### src/rtl/button_pkg.sv
// Shared event codes, FSM states and counter sizing helper for the button event controller.
package button_pkg;

  typedef enum logic [1:0] {
    EVT_NONE    = 2'd0,
    EVT_PRESS   = 2'd1,
    EVT_REPEAT  = 2'd2,
    EVT_RELEASE = 2'd3
  } btn_evt_t;

  typedef enum logic [1:0] {
    BS_IDLE      = 2'd0,
    BS_PRESSED   = 2'd1,
    BS_REPEATING = 2'd2
  } btn_state_t;

  // Counter must hold values up to max(hold, repeat) - 1.
  function automatic int cnt_width(input int hold, input int rep);
    int m;
    m = (hold > rep) ? hold : rep;
    return (m > 2) ? $clog2(m) : 1;
  endfunction

endpackage

### src/rtl/btn_hold_fsm.sv
// Per-button edge detector and hold FSM; emits a combinational event code in the edge/expiry cycle.
// BUTTON_REPEAT_EN adds the REPEATING state and hold counter; otherwise only PRESS/RELEASE.
module btn_hold_fsm
  import button_pkg::*;
#(
  parameter int HOLD_CYCLES   = 50_000_000,
  parameter int REPEAT_CYCLES = 10_000_000
) (
  input  logic     clk,
  input  logic     rst,
  input  logic     btn,
  output btn_evt_t evt
);

  logic       btn_prev;
  btn_state_t state;
  logic       rise;
  logic       fall;

  assign rise = btn & ~btn_prev;
  assign fall = ~btn & btn_prev;

`ifdef BUTTON_REPEAT_EN

  localparam int CW = cnt_width(HOLD_CYCLES, REPEAT_CYCLES);
  localparam logic [CW-1:0] HOLD_LAST = CW'(HOLD_CYCLES - 1);
  localparam logic [CW-1:0] REP_LAST  = CW'(REPEAT_CYCLES - 1);

  logic [CW-1:0] count;

  always_ff @(posedge clk) begin
    if (rst) begin
      btn_prev <= 1'b0;
      state    <= BS_IDLE;
      count    <= '0;
    end else begin
      btn_prev <= btn;
      case (state)
        BS_IDLE: begin
          count <= '0;
          if (rise) state <= BS_PRESSED;
        end
        BS_PRESSED: begin
          // A release wins over a same-cycle hold expiry.
          if (fall) begin
            state <= BS_IDLE;
            count <= '0;
          end else if (count == HOLD_LAST) begin
            state <= BS_REPEATING;
            count <= '0;
          end else begin
            count <= count + CW'(1);
          end
        end
        BS_REPEATING: begin
          if (fall) begin
            state <= BS_IDLE;
            count <= '0;
          end else if (count == REP_LAST) begin
            count <= '0;
          end else begin
            count <= count + CW'(1);
          end
        end
        default: begin
          state <= BS_IDLE;
          count <= '0;
        end
      endcase
    end
  end

  always_comb begin
    evt = EVT_NONE;
    case (state)
      BS_IDLE:      if (rise) evt = EVT_PRESS;
      BS_PRESSED: begin
        if (fall)                    evt = EVT_RELEASE;
        else if (count == HOLD_LAST) evt = EVT_REPEAT;
      end
      BS_REPEATING: begin
        if (fall)                   evt = EVT_RELEASE;
        else if (count == REP_LAST) evt = EVT_REPEAT;
      end
      default:      evt = EVT_NONE;
    endcase
  end

`else

  always_ff @(posedge clk) begin
    if (rst) begin
      btn_prev <= 1'b0;
      state    <= BS_IDLE;
    end else begin
      btn_prev <= btn;
      case (state)
        BS_IDLE:    if (rise) state <= BS_PRESSED;
        BS_PRESSED: if (fall) state <= BS_IDLE;
        default:    state <= BS_IDLE;
      endcase
    end
  end

  always_comb begin
    evt = EVT_NONE;
    case (state)
      BS_IDLE:    if (rise) evt = EVT_PRESS;
      BS_PRESSED: if (fall) evt = EVT_RELEASE;
      default:    evt = EVT_NONE;
    endcase
  end

`endif

endmodule

### src/rtl/button_event_ctrl.sv
// Serializes PRESS/REPEAT/RELEASE events from N debounced buttons onto one valid/ready port via round-robin.
// Edge at t -> pending at t+1 -> evt_valid at t+2; stalls hold the output; REPEAT needs BUTTON_REPEAT_EN.
module button_event_ctrl
  import button_pkg::*;
#(
  parameter int N_BTN         = 4,
  parameter int HOLD_CYCLES   = 50_000_000,
  parameter int REPEAT_CYCLES = 10_000_000,
  localparam int IW           = (N_BTN > 1) ? $clog2(N_BTN) : 1
) (
  input  logic             clk,
  input  logic             rst,
  input  logic [N_BTN-1:0] btn_clean,
  output logic             evt_valid,
  input  logic             evt_ready,
  output logic [IW-1:0]    evt_id,
  output btn_evt_t         evt_type,
  output logic             evt_drop
);

  if (N_BTN < 1 || N_BTN > 16 || HOLD_CYCLES < 2 || REPEAT_CYCLES < 2) begin : g_bad_cfg
    $error("button_event_ctrl: parameter out of range");
  end

  btn_evt_t      gen_evt [N_BTN];
  btn_evt_t      pend    [N_BTN];
  logic [IW-1:0] rr_ptr;
  logic [IW-1:0] gnt_idx;
  logic          found;
  logic          load;
  logic          gnt;

  for (genvar i = 0; i < N_BTN; i++) begin : g_btn
    btn_hold_fsm #(
      .HOLD_CYCLES  (HOLD_CYCLES),
      .REPEAT_CYCLES(REPEAT_CYCLES)
    ) u_fsm (
      .clk(clk),
      .rst(rst),
      .btn(btn_clean[i]),
      .evt(gen_evt[i])
    );
  end

  assign load = ~evt_valid | evt_ready;
  assign gnt  = found & load;

  // Search starts one past the last winner so every button gets a turn.
  always_comb begin
    int idx;
    idx     = 0;
    found   = 1'b0;
    gnt_idx = '0;
    for (int k = 1; k <= N_BTN; k++) begin
      idx = (int'(rr_ptr) + k) % N_BTN;
      if (!found && pend[idx] != EVT_NONE) begin
        found   = 1'b1;
        gnt_idx = IW'(idx);
      end
    end
  end

  // A new event replaces any unissued one; the register being issued this cycle is not a loss.
  always_ff @(posedge clk) begin
    if (rst) begin
      for (int i = 0; i < N_BTN; i++) pend[i] <= EVT_NONE;
      evt_drop <= 1'b0;
    end else begin
      for (int i = 0; i < N_BTN; i++) begin
        if (gen_evt[i] != EVT_NONE) begin
          pend[i] <= gen_evt[i];
          if (pend[i] != EVT_NONE && !(gnt && gnt_idx == IW'(i))) evt_drop <= 1'b1;
        end else if (gnt && gnt_idx == IW'(i)) begin
          pend[i] <= EVT_NONE;
        end
      end
    end
  end

  always_ff @(posedge clk) begin
    if (rst) begin
      evt_valid <= 1'b0;
      evt_id    <= '0;
      evt_type  <= EVT_NONE;
      rr_ptr    <= IW'(N_BTN - 1);
    end else if (load) begin
      evt_valid <= found;
      if (found) begin
        evt_id   <= gnt_idx;
        evt_type <= pend[gnt_idx];
        rr_ptr   <= gnt_idx;
      end
    end
  end

endmodule

### config.mk
export PLATFORM = sky130hd
export DESIGN_NAME = button_event_ctrl
export DESIGN_NICKNAME = d
export VERILOG_FILES = /design/src/rtl/button_pkg.sv /design/src/rtl/btn_hold_fsm.sv /design/src/rtl/button_event_ctrl.sv
export SDC_FILE = /design/constraint.sdc
export NUM_CORES = 1
export LEC_CHECK = 0
export CORE_MARGIN = 4
export CORE_UTILIZATION = 35
export CTS_CLUSTER_SIZE = 16
export DETAILED_ROUTE_END_ITERATION = 16
export PLACE_DENSITY = 0.65
export SLEW_MARGIN = 20
export SYNTH_ARGS = -nofsm -noshare
export SYNTH_HDL_FRONTEND = slang
export SYNTH_SLANG_ARGS = --single-unit
### constraint.sdc
create_clock -name clk -period 6.5 [get_ports clk]
set_input_delay 0.975 -clock clk [delete_from_list [all_inputs] [get_ports clk]]
set_output_delay 0.975 -clock clk [all_outputs]
set_load 0.005 [all_outputs]
==> qor.log, run 1 <==
[drt] Routed Antenna Nets 0
[setup_path] worst path arrival time 2.59 ns
[floorplan] Die Span Y 71.6 µm
[sta] worst hold-check slack 0.491 ns
[logic_synthesis] area fraction in and, or, nand and nor cells after synthesis 0.311
[layout] layout overhead on the synthesized area 16.3%
[logic_synthesis] area share of fa/ha/maj cells after synthesis 0
[sta] final setup violating endpoints 0
[layout] final core area utilization 0.437
[sta] max-slew violations 0
[setup_path] maximum fanout encountered on the critical timing path 11
[setup_path] worst setup slack for register-to-register paths 3.83 ns
[sta] worst relative slew slack 0.481
[sta] final cycle utilization of the critical path 0.411
[layout] commonest non-fill, non-tap cell in the layout nor2_1
[floorplan] effective utilization at floorplan 0.376
[setup_path] number of buffers and inverters on the critical path 0
[min_path] hold-critical path endpoint g_btn[3].u_fsm.state[0]
[logic_synthesis] synthesis-stage register bit count 26
[grt] overall overflow remaining after global route 0
[logic_synthesis] number of nets in the synthesized netlist 164
[logic_synthesis] proportion of synthesized area in mux cells 0.0406
[floorplan] count of boundary I/O pins 13
[drt] DRC violations left 0
[setup_path] source of the worst register-to-register timing path rr_ptr[0]
[floorplan] std cell rows 22
[clocking] clock transition at the registers of the reported paths 0.09 ns
[drt] average routed wire per standard cell 15.2 µm
[setup_path] critical path's top delay family compound AO/OA/AOI/OAI gates
[logic_synthesis] number of distinct library cells after synthesis 47
[setup_path] data required time of the worst path 6.41 ns
[clocking] number of setup buffers added after CTS 0
[logic_synthesis] syn avg cell area 9.02 µm²
[layout] share of layout cells above drive strength 1 0.0769
[clocking] number of buffers inserted during clock tree synthesis 3
[floorplan] die footprint 5130 µm²
[clocking] Post-CTS Hold Fix Bufs 0
[logic_synthesis] dominant register cell in the synthesized netlist dfxtp_1
[setup_path] cell type of the slowest stage on the worst timing path dfxtp_1
[layout] most used cells in the layout excluding fill and tap cells 19 x nor2_1, 18 x dfxtp_1, 12 x clkdlybuf4s50_1, 11 x a21oi_1, 10 x nand2b_1
[sta] Min Clock Period, post-route 2.67 ns
[grt] number of antenna violations at the first check in global routing 0
[grt] wire length of the first global-routing pass 5440 µm
[setup_path] crit path launch type register
[setup_path] reg2reg end pend[1][1]
[grt] largest net degree at the start of global routing 24
[floorplan] Die W 71.6 µm
[place] Port-buffer cells 12
[setup_path] Worst Setup End Kind register
[sta] Hold Fails Final Rpt 0
[drt] number of design-rule violations left by the first detailed-router iteration 171
[clocking] count of H-tree levels built during CTS 1
[floorplan] Core Box Area 3770 µm²
[logic_synthesis] dominant combinational cell family by area after synthesis simple AND/OR/NAND/NOR gates
[logic_synthesis] cell count after synthesis 157
[logic_synthesis] portion of the post-synthesis area used by sequential elements 0.424
[setup_path] Setup Crit Path Kind register to register
[drt] number of iterations in the first detailed-routing pass 4
[logic_synthesis] post-synthesis async set-or-reset flop share 0
[logic_synthesis] area fraction in compound gates after synthesis 0.210
[place] RePlAce Congestion 0.897
[drt] wire length reported by the detailed router 3300 µm
[clocking] worst skew pair latency 0.27 ns
[place] worst slack after detailed placement 3.63 ns
[sta] fmax 374 MHz
[setup_path] startpoint of the worst setup timing path rr_ptr[0]
[job] max-capacitance violation count 0
[sta] final setup TNS 0 ns
[grt] total global routing track utilization 0.129
[logic_synthesis] number of enable flip-flop cells after synthesis 8
[clocking] clk buf depth 2
[min_path] Hold Startpoint g_btn[3].u_fsm.state[0]
[pwr] ratio of total power to cell area 452 nW/µm²
[sta] actual transition at the worst max-transition pin 0.776 ns
[layout] number of antenna diodes 0
[sta] unrepaired setup endpoints after global routing no
[run_status] result of the run complete, no violations
[grt] via count of the first global-routing pass 1137
[setup_path] list of cells traversed by the critical path or3b_2 -> a211o_1 -> or3_1 -> o21a_1 -> o311ai_0
[sta] setup slack after layout 3.83 ns
[clocking] clock tree from TritonCTS built
[pwr] IR drop worst, VDD 175 µV
[clocking] post-CTS resize count 0
[setup_path] depth of the most critical reg-to-reg path 5
[pwr] leakage power 0.605 nW
[logic_synthesis] warning count from the yosys run 0
[logic_synthesis] Post-Synthesis Cell Area 1420 µm²
[drt] Vias/cell 5.74
[sta] worst clock skew on the final layout 0.00364 ns
[clocking] cell at the root of the clock tree clkbuf_8
[drt] vias 1245
[logic_synthesis] xor and xnor area share after synthesis 0
[min_path] min-delay worst type register to register
[clocking] clock net sink count 26
[place] DP Wirelength 2500 µm
[layout] number of nets in the final layout 177
[setup_path] largest stage delay on the critical path 0.55 ns
[min_path] Min-Delay Path Depth 2
[power by group]
group | internal (W) | switching, W | total (W)
Combinational | 0.000155 | 0.000194 | 0.000349
Sequential | 0.000216 | 0.0000614 | 0.000278
Clock | 0.0000669 | 0.0000499 | 0.000117
Total | 0.000439 | 0.000305 | 0.000744
[flip-flops by register name, indices dropped and copies added (netlist names), named ones only]
name / flops
pend: 8
g_btn.u_fsm.btn_prev: 4
g_btn.u_fsm.state: 4
evt_id: 2
evt_type: 2
rr_ptr: 2
evt_drop: 1
evt_valid: 1
[worst max-delay path by stage]
stage | slack [ns] | end | depth (start not counted)
floorplan | 4.08 | pend[1][0] | 5
global placement | 3.68 | pend[1][0] | 3
detailed placement | 3.63 | pend[1][1] | 3
CTS | 3.83 | pend[1][1] | 5
global route | 3.71 | pend[1][1] | 5
finish | 3.83 | pend[1][1] | 5
[cell type report]
| class | instances | area, µm² |
|---|---|---|
| sequential | 26 | 601 |
| timing repair buffer | 12 | 120 |
| tap | 48 | 60.1 |
| fill | 354 | 2120 |
| inverter | 1 | 3.75 |
| clock buffer | 4 | 66.3 |
| multi-input combinational | 126 | 796 |
[synth_stat cells (3+ instances only)]
master | number | area share
and3_1 | 3 | 0.013
nor2b_1 | 7 | 0.031
clkbuf_1 | 3 | 0.0079
nand2b_1 | 10 | 0.044
a21o_1 | 3 | 0.016
and2_1 | 3 | 0.013
a21oi_1 | 11 | 0.039
nand3_1 | 6 | 0.021
nand2_1 | 8 | 0.021
a221oi_1 | 3 | 0.019
edfxtp_1 | 8 | 0.17
nor3_1 | 9 | 0.032
or3_1 | 5 | 0.022
dfxtp_1 | 18 | 0.25
nor2_1 | 19 | 0.050
o21ai_0 | 3 | 0.011
[worst register-to-register path: stages (launching register included)]
cell	delay (ns)
dfxtp_1	0.55
or3b_2	0.55
a211o_1	0.29
or3_1	0.31
o21a_1	0.15
o311ai_0	0.48
[routing by layer]
metal	part of all wire	global-route usage	up-vias	routed length [µm]
met5	0	0	-	0
met4	0.0076	0.0355	0	25
met3	0.055	0.0140	3	180
met2	0.46	0.209	40	1510
met1	0.48	0.180	586	1580
li1	-	-	616	-
[per-stage QoR]
step	power (W)	area (µm²)	cells
after floorplan	0.000514	1420	157
after CTS	0.000741	1650	217
after global placement	0.000619	1580	213
final	0.000744	1650	217
after global routing	0.000794	1650	217
after detailed placement	0.000624	1580	213
[kinds of logic (layout without fill, tap and decap cells)]
family | count (synthesis) | in the layout
buffers and inverters | 5 | 17
flip-flops | 26 | 26
multiplexers | 4 | 4
AO/OA/AOI/OAI | 41 | 41
AND/OR/NAND/NOR | 81 | 81
Power figures use the tool's default switching activity.
==> inputs of run 2 (changes only) <==
==> constraint.sdc (replaced) <==
create_clock -name clk -period 2.57 [get_ports clk]
set_input_delay 0.3855 -clock clk [delete_from_list [all_inputs] [get_ports clk]]
set_output_delay 0.3855 -clock clk [all_outputs]
set_load 0.005 [all_outputs]
==> qor.log, run 2 (synthesized netlist as in run 1, its figures left out) <==
[job] max-capacitance violation count 0 [unchanged]
[sta] Hold Fails Final Rpt 0 [unchanged]
[sta] setup slack after layout 0.153 ns [-3.67 ns]
[layout] commonest non-fill, non-tap cell in the layout nor2_1
[floorplan] count of boundary I/O pins 13 [unchanged]
[sta] max-slew violations 0 [unchanged]
[sta] worst relative slew slack 0.670 [+0.189]
[sta] final cycle utilization of the critical path 0.940 [+0.529]
[clocking] worst skew pair latency 0.27 ns [about the same]
[layout] number of antenna diodes 0 [unchanged]
[clocking] clk buf depth 2 [unchanged]
[run_status] result of the run complete, no violations
[min_path] Min-Delay Path Depth 2 [unchanged]
[grt] overall overflow remaining after global route 0 [unchanged]
[layout] layout overhead on the synthesized area 23.2%
[layout] number of nets in the final layout 189 [+6.8%]
[setup_path] Setup Crit Path Kind register to register
[drt] number of design-rule violations left by the first detailed-router iteration 127 [-26%]
[floorplan] effective utilization at floorplan 0.376 [unchanged]
[grt] wire length of the first global-routing pass 5710 µm [+5.1%]
[drt] wire length reported by the detailed router 3430 µm [+4.0%]
[floorplan] Die Span Y 71.6 µm [unchanged]
[clocking] cell at the root of the clock tree clkbuf_8
[clocking] clock net sink count 26 [unchanged]
[grt] number of antenna violations at the first check in global routing 0 [unchanged]
[drt] DRC violations left 0 [unchanged]
[setup_path] maximum fanout encountered on the critical timing path 6 [-5]
[drt] Vias/cell 5.65 [-1.5%]
[drt] average routed wire per standard cell 15.0 µm [-1.5%]
[clocking] number of buffers inserted during clock tree synthesis 3 [unchanged]
[floorplan] die footprint 5130 µm² [unchanged]
[min_path] hold-critical path endpoint evt_type[1]
[floorplan] Die W 71.6 µm [unchanged]
[pwr] IR drop worst, VDD 394 µV [+130%]
[sta] worst clock skew on the final layout 0.00798 ns [+0.00434 ns]
[grt] via count of the first global-routing pass 1246 [+9.6%]
[layout] registers with the highest flip-flop counts pend: 8 flops, g_btn.u_fsm.btn_prev: 4 flops, g_btn.u_fsm.state: 4 flops
[setup_path] depth of the most critical reg-to-reg path 5 [unchanged]
[pwr] leakage power 0.666 nW [+10%]
[setup_path] reg2reg end pend[1][0]
[sta] actual transition at the worst max-transition pin 0.495 ns [-0.282 ns]
[min_path] Hold Startpoint evt_type[1]
[drt] number of iterations in the first detailed-routing pass 4 [unchanged]
[min_path] min-delay worst type register to register
[layout] Top reg by flops pend
[place] DP Wirelength 2640 µm [+5.7%]
[setup_path] crit path launch type register
[place] worst slack after detailed placement 0.0385 ns [-3.59 ns]
[setup_path] data required time of the worst path 2.50 ns [-3.91 ns]
[sta] fmax 414 MHz [+11%]
[place] Port-buffer cells 12 [unchanged]
[floorplan] Core Box Area 3770 µm² [unchanged]
[sta] unrepaired setup endpoints after global routing no
[sta] final setup TNS 0 ns [unchanged]
[setup_path] Worst Setup End Kind register
[drt] Routed Antenna Nets 0 [unchanged]
[clocking] clock tree from TritonCTS built
[setup_path] source of the worst register-to-register timing path pend[2][1]
[grt] largest net degree at the start of global routing 16 [-33%]
[setup_path] worst path arrival time 2.35 ns [-0.24 ns]
[drt] vias 1294 [+3.9%]
[clocking] count of H-tree levels built during CTS 1 [unchanged]
[place] RePlAce Congestion 0.964 [+7.4%]
[sta] Min Clock Period, post-route 2.42 ns [-0.255 ns]
[layout] share of layout cells above drive strength 1 0.144 [+0.0667]
[setup_path] worst setup slack for register-to-register paths 0.15 ns [-3.67 ns]
[clocking] clock transition at the registers of the reported paths 0.09 ns [about the same]
[layout] max FFs per register 8 [unchanged]
[floorplan] std cell rows 22 [unchanged]
[sta] final setup violating endpoints 0 [unchanged]
[grt] total global routing track utilization 0.138 [+0.00892]
[pwr] ratio of total power to cell area 1170 nW/µm² [+160%]
[layout] most used cells in the layout excluding fill and tap cells 19 x nor2_1, 18 x dfxtp_1, 12 x clkdlybuf4s50_1, 12 x buf_4
## run 2: changes by cell type in the layout (fill, tap and decap cells not counted), sizes merged
cell,before,now
buf,0,12
bufinv,0,1
clkbuf,4,3
## run 2: cell type report
class | instances | area, µm²
Clock buffer | 3 | 41.3
Tap cell | 48 | 60.1
Sequential cell | 26 | 601
Timing Repair Buffer | 24 | 210
Clock inverter | 1 | 30.0
Inverter | 1 | 3.75
Fill cell | 360 | 2030
Multi-Input combinational cell | 126 | 800
## run 2: per-layer routing
metal | global-route usage | share of wire | vias up
met1 | 0.185 | 0.44 | 610
met2 | 0.237 | 0.50 | 35
li1 | - | - | 647
met5 | 0 | 0 | -
met4 | 0.0251 | 0.0035 | 0
met3 | 0.0182 | 0.055 | 2
## run 2: worst max-delay path: stages (launching register included)
cell and delay (ns):
edfxtp_1 0.47, or4_4 0.56, a211o_1 0.24, or3_1 0.31, o21a_1 0.13, o311ai_1 0.36
## run 2: worst max-delay path by stage
stage,startpoint,end,cells after the start
final,pend[2][1],pend[1][0],5
after global routing,pend[1][0],pend[3][0],7
after CTS,pend[2][1],pend[1][0],5
after detailed placement,pend[2][1],pend[1][0],5
after global placement,pend[2][1],pend[1][1],5
after floorplan,pend[3][1],pend[1][0],5
## run 2: per-stage QoR
step / area (µm²) / util / hold slack, ns / power [W] / std cells
6_report: 1750 / 0.463 / 0.491 / 0.00204 / 229
5_1_grt: 1750 / 0.463 / 0.504 / 0.00219 / 229
4_1_cts: 1740 / 0.462 / 0.492 / 0.00203 / 229
3_5_place_dp: 1670 / 0.443 / 0.474 / 0.00169 / 225
3_3_place_gp: 1670 / 0.443 / 0.466 / 0.00170 / 225
2_1_floorplan: 1420 / - / 0.458 / 0.00130 / 157
## run 2: report_power, final
part           internal [W]  leakage (nW)  switching (W)  total, W
clock              0.000208        0.0357       0.000128  0.000336
combinational      0.000486         0.393       0.000561   0.00105
sequential         0.000546         0.237       0.000115  0.000661
## run 2: timing repair
action | 4_1_cts | 5_1_grt
gates resized for setup | 0 | 2
hold endpoints to repair | 0 | 0
setup endpoints to repair | 0 | 4
buffers inserted | 0 | 0
hold buffers | 0 | 0
==> inputs of run 3 (changes only) <==
--- a/config.mk
+++ b/config.mk
@@ -7,8 +7,9 @@
 export LEC_CHECK = 0
 export CORE_MARGIN = 4
 export CORE_UTILIZATION = 35
-export CTS_CLUSTER_SIZE = 16
 export DETAILED_ROUTE_END_ITERATION = 16
+export GPL_ROUTABILITY_DRIVEN = 1
+export GPL_TIMING_DRIVEN = 0
 export PLACE_DENSITY = 0.65
 export SLEW_MARGIN = 20
 export SYNTH_ARGS = -nofsm -noshare
==> qor.log, run 3 (synthesized netlist as in run 1, its figures left out) <==
[pwr] ratio of total power to cell area 1170 nW/µm² [-0.34%]
[layout] Top reg by flops pend
[setup_path] reg2reg end pend[3][0]
[sta] final cycle utilization of the critical path 0.960 [+0.0197]
[clocking] worst skew pair latency 0.28 ns [about the same]
[min_path] min-delay worst type register to register
[layout] area taken by flip-flops and latches 601 µm² [unchanged]
[sta] unrepaired setup endpoints after global routing no
[floorplan] Die Span Y 71.6 µm [unchanged]
[drt] DRC violations left 0 [unchanged]
[clocking] clock net sink count 26 [unchanged]
[grt] overall overflow remaining after global route 0 [unchanged]
[sta] Min Clock Period, post-route 2.47 ns [+0.0507 ns]
[layout] share of layout cells above drive strength 1 0.109 [-0.0351]
[setup_path] crit path launch type register
[pwr] leakage power 0.632 nW [-5.2%]
[sta] actual transition at the worst max-transition pin 0.517 ns [+0.0219 ns]
[layout] combined area of the multi-input logic cells 813 µm² [+1.7%]
[grt] via count of the first global-routing pass 1239 [-0.56%]
[drt] wire length reported by the detailed router 3590 µm [+4.7%]
[sta] setup slack after layout 0.102 ns [-0.0507 ns]
[clocking] clk buf depth 2 [unchanged]
[drt] number of iterations in the first detailed-routing pass 4 [unchanged]
[place] RePlAce Congestion 0.896 [-7.0%]
[layout] Fill cells 370 [+2.8%]
[layout] most used cells in the layout excluding fill and tap cells 18 x nor2_1, 18 x dfxtp_1, 12 x clkdlybuf4s50_1, 10 x nand2b_1, 10 x a21oi_1
[sta] worst clock skew on the final layout 0.00408 ns [-0.00390 ns]
[floorplan] Core Box Area 3770 µm² [unchanged]
[setup_path] worst path arrival time 2.50 ns [+0.15 ns]
[setup_path] depth of the most critical reg-to-reg path 6 [+1]
[drt] number of design-rule violations left by the first detailed-router iteration 178 [+40%]
[grt] number of antenna violations at the first check in global routing 0 [unchanged]
[layout] registers with the highest flip-flop counts pend: 8 flops, g_btn.u_fsm.btn_prev: 4 flops, g_btn.u_fsm.state: 4 flops
[drt] Vias/cell 5.96 [+5.5%]
[layout] layout overhead on the synthesized area 20.1%
[sta] Hold Fails Final Rpt 0 [unchanged]
[place] Port-buffer cells 12 [unchanged]
[layout] max FFs per register 8 [unchanged]
[floorplan] effective utilization at floorplan 0.376 [unchanged]
[floorplan] std cell rows 22 [unchanged]
[sta] worst hold-check slack 0.491 ns [-0.0000650 ns]
[sta] final setup violating endpoints 0 [unchanged]
[setup_path] maximum fanout encountered on the critical timing path 6 [unchanged]
[clocking] clock tree from TritonCTS built
[sta] worst relative slew slack 0.656 [-0.0139]
[min_path] Hold Startpoint evt_type[1]
[clocking] cell at the root of the clock tree clkbuf_8
[sta] max-slew violations 0 [unchanged]
[clocking] clock transition at the registers of the reported paths 0.09 ns [about the same]
[setup_path] Setup Crit Path Kind register to register
[job] max-capacitance violation count 0 [unchanged]
[floorplan] die footprint 5130 µm² [unchanged]
[setup_path] Worst Setup End Kind register
[setup_path] source of the worst register-to-register timing path pend[2][1]
[clocking] number of buffers inserted during clock tree synthesis 3 [unchanged]
[pwr] IR drop worst, VDD 548 µV [+39%]
[layout] number of antenna diodes 0 [unchanged]
[setup_path] worst setup slack for register-to-register paths 0.10 ns [-0.05 ns]
[grt] wire length of the first global-routing pass 5860 µm [+2.5%]
[floorplan] count of boundary I/O pins 13 [unchanged]
[drt] average routed wire per standard cell 16.1 µm [+7.5%]
[drt] Routed Antenna Nets 0 [unchanged]
[setup_path] data required time of the worst path 2.60 ns [+0.10 ns]
[layout] final core area utilization 0.451 [-0.0119]
[grt] largest net degree at the start of global routing 16 [unchanged]
[clocking] count of H-tree levels built during CTS 1 [unchanged]
[place] DP Wirelength 2720 µm [+3.0%]
[drt] vias 1329 [+2.7%]
[min_path] hold-critical path endpoint evt_type[1]
[grt] total global routing track utilization 0.144 [+0.00641]
[layout] number of nets in the final layout 183 [-3.2%]
[place] worst slack after detailed placement -0.0579 ns [-0.0964 ns]
[pwr] Total Power 0.00198 W [-2.9%]
[run_status] result of the run complete, no violations
[min_path] Min-Delay Path Depth 2 [unchanged]
[sta] fmax 405 MHz [-2.1%]
[floorplan] Die W 71.6 µm [unchanged]
run 3: changes by cell type in the layout (fill, tap and decap cells not counted), sizes merged:
cell,before,now
buf,12,3
clkbuf,3,6
run 3: power breakdown:
part	internal, W	leakage [nW]	switching [W]
combinational	0.000424	0.358	0.000547
clock	0.000209	0.0357	0.000132
sequential	0.000547	0.237	0.000125
run 3: timing repair:
item                       CTS  global route
setup endpoints to repair    4             6
hold buffers                 0             0
buffers inserted             0             2
resized for setup            2             3
run 3: layout make-up:
cell class                      count  share of cell area
Clock buffer                        3              0.0243
Tap cell                           48              0.0353
Multi-Input combinational cell    126               0.478
Clock inverter                      1              0.0177
Timing Repair Buffer               14              0.0795
Buffer                              4             0.00957
Inverter                            1             0.00221
Sequential cell                    26               0.353
run 3: through the flow:
stage	cell area (µm²)	instances	setup TNS, ns
finish	1700	223	0
global route	1700	223	0
CTS	1670	221	0
detailed placement	1600	217	-0.116
global placement	1600	217	-0.125
floorplan	1420	157	0
run 3: worst max-delay path: stages (launching register included):
cell	delay, ns
edfxtp_1	0.50
or4_4	0.57
nor3_1	0.19
o221a_2	0.27
nand2b_2	0.19
nor3_1	0.09
or3_1	0.41
run 3: worst max-delay path by stage:
stage / cells past startpoint / from / slack (ns) / to
after floorplan: 5 / pend[3][1] / 0.15 / pend[1][0]
after global placement: 5 / pend[3][1] / -0.06 / pend[1][1]
after detailed placement: 5 / pend[3][1] / -0.06 / pend[1][1]
after CTS: 6 / pend[3][1] / 0.05 / pend[3][0]
after global routing: 6 / pend[2][1] / 0.007 / pend[3][0]
final: 6 / pend[2][1] / 0.10 / pend[3][0]
run 3: metal layers:
metal	share of wire	wire, µm	GRT usage	vias to the layer above
met4	0.017	62	0.0626	0
met2	0.48	1730	0.237	46
met3	0.066	237	0.0323	7
li1	-	-	-	638
met5	0	0	0	-
met1	0.43	1560	0.180	638
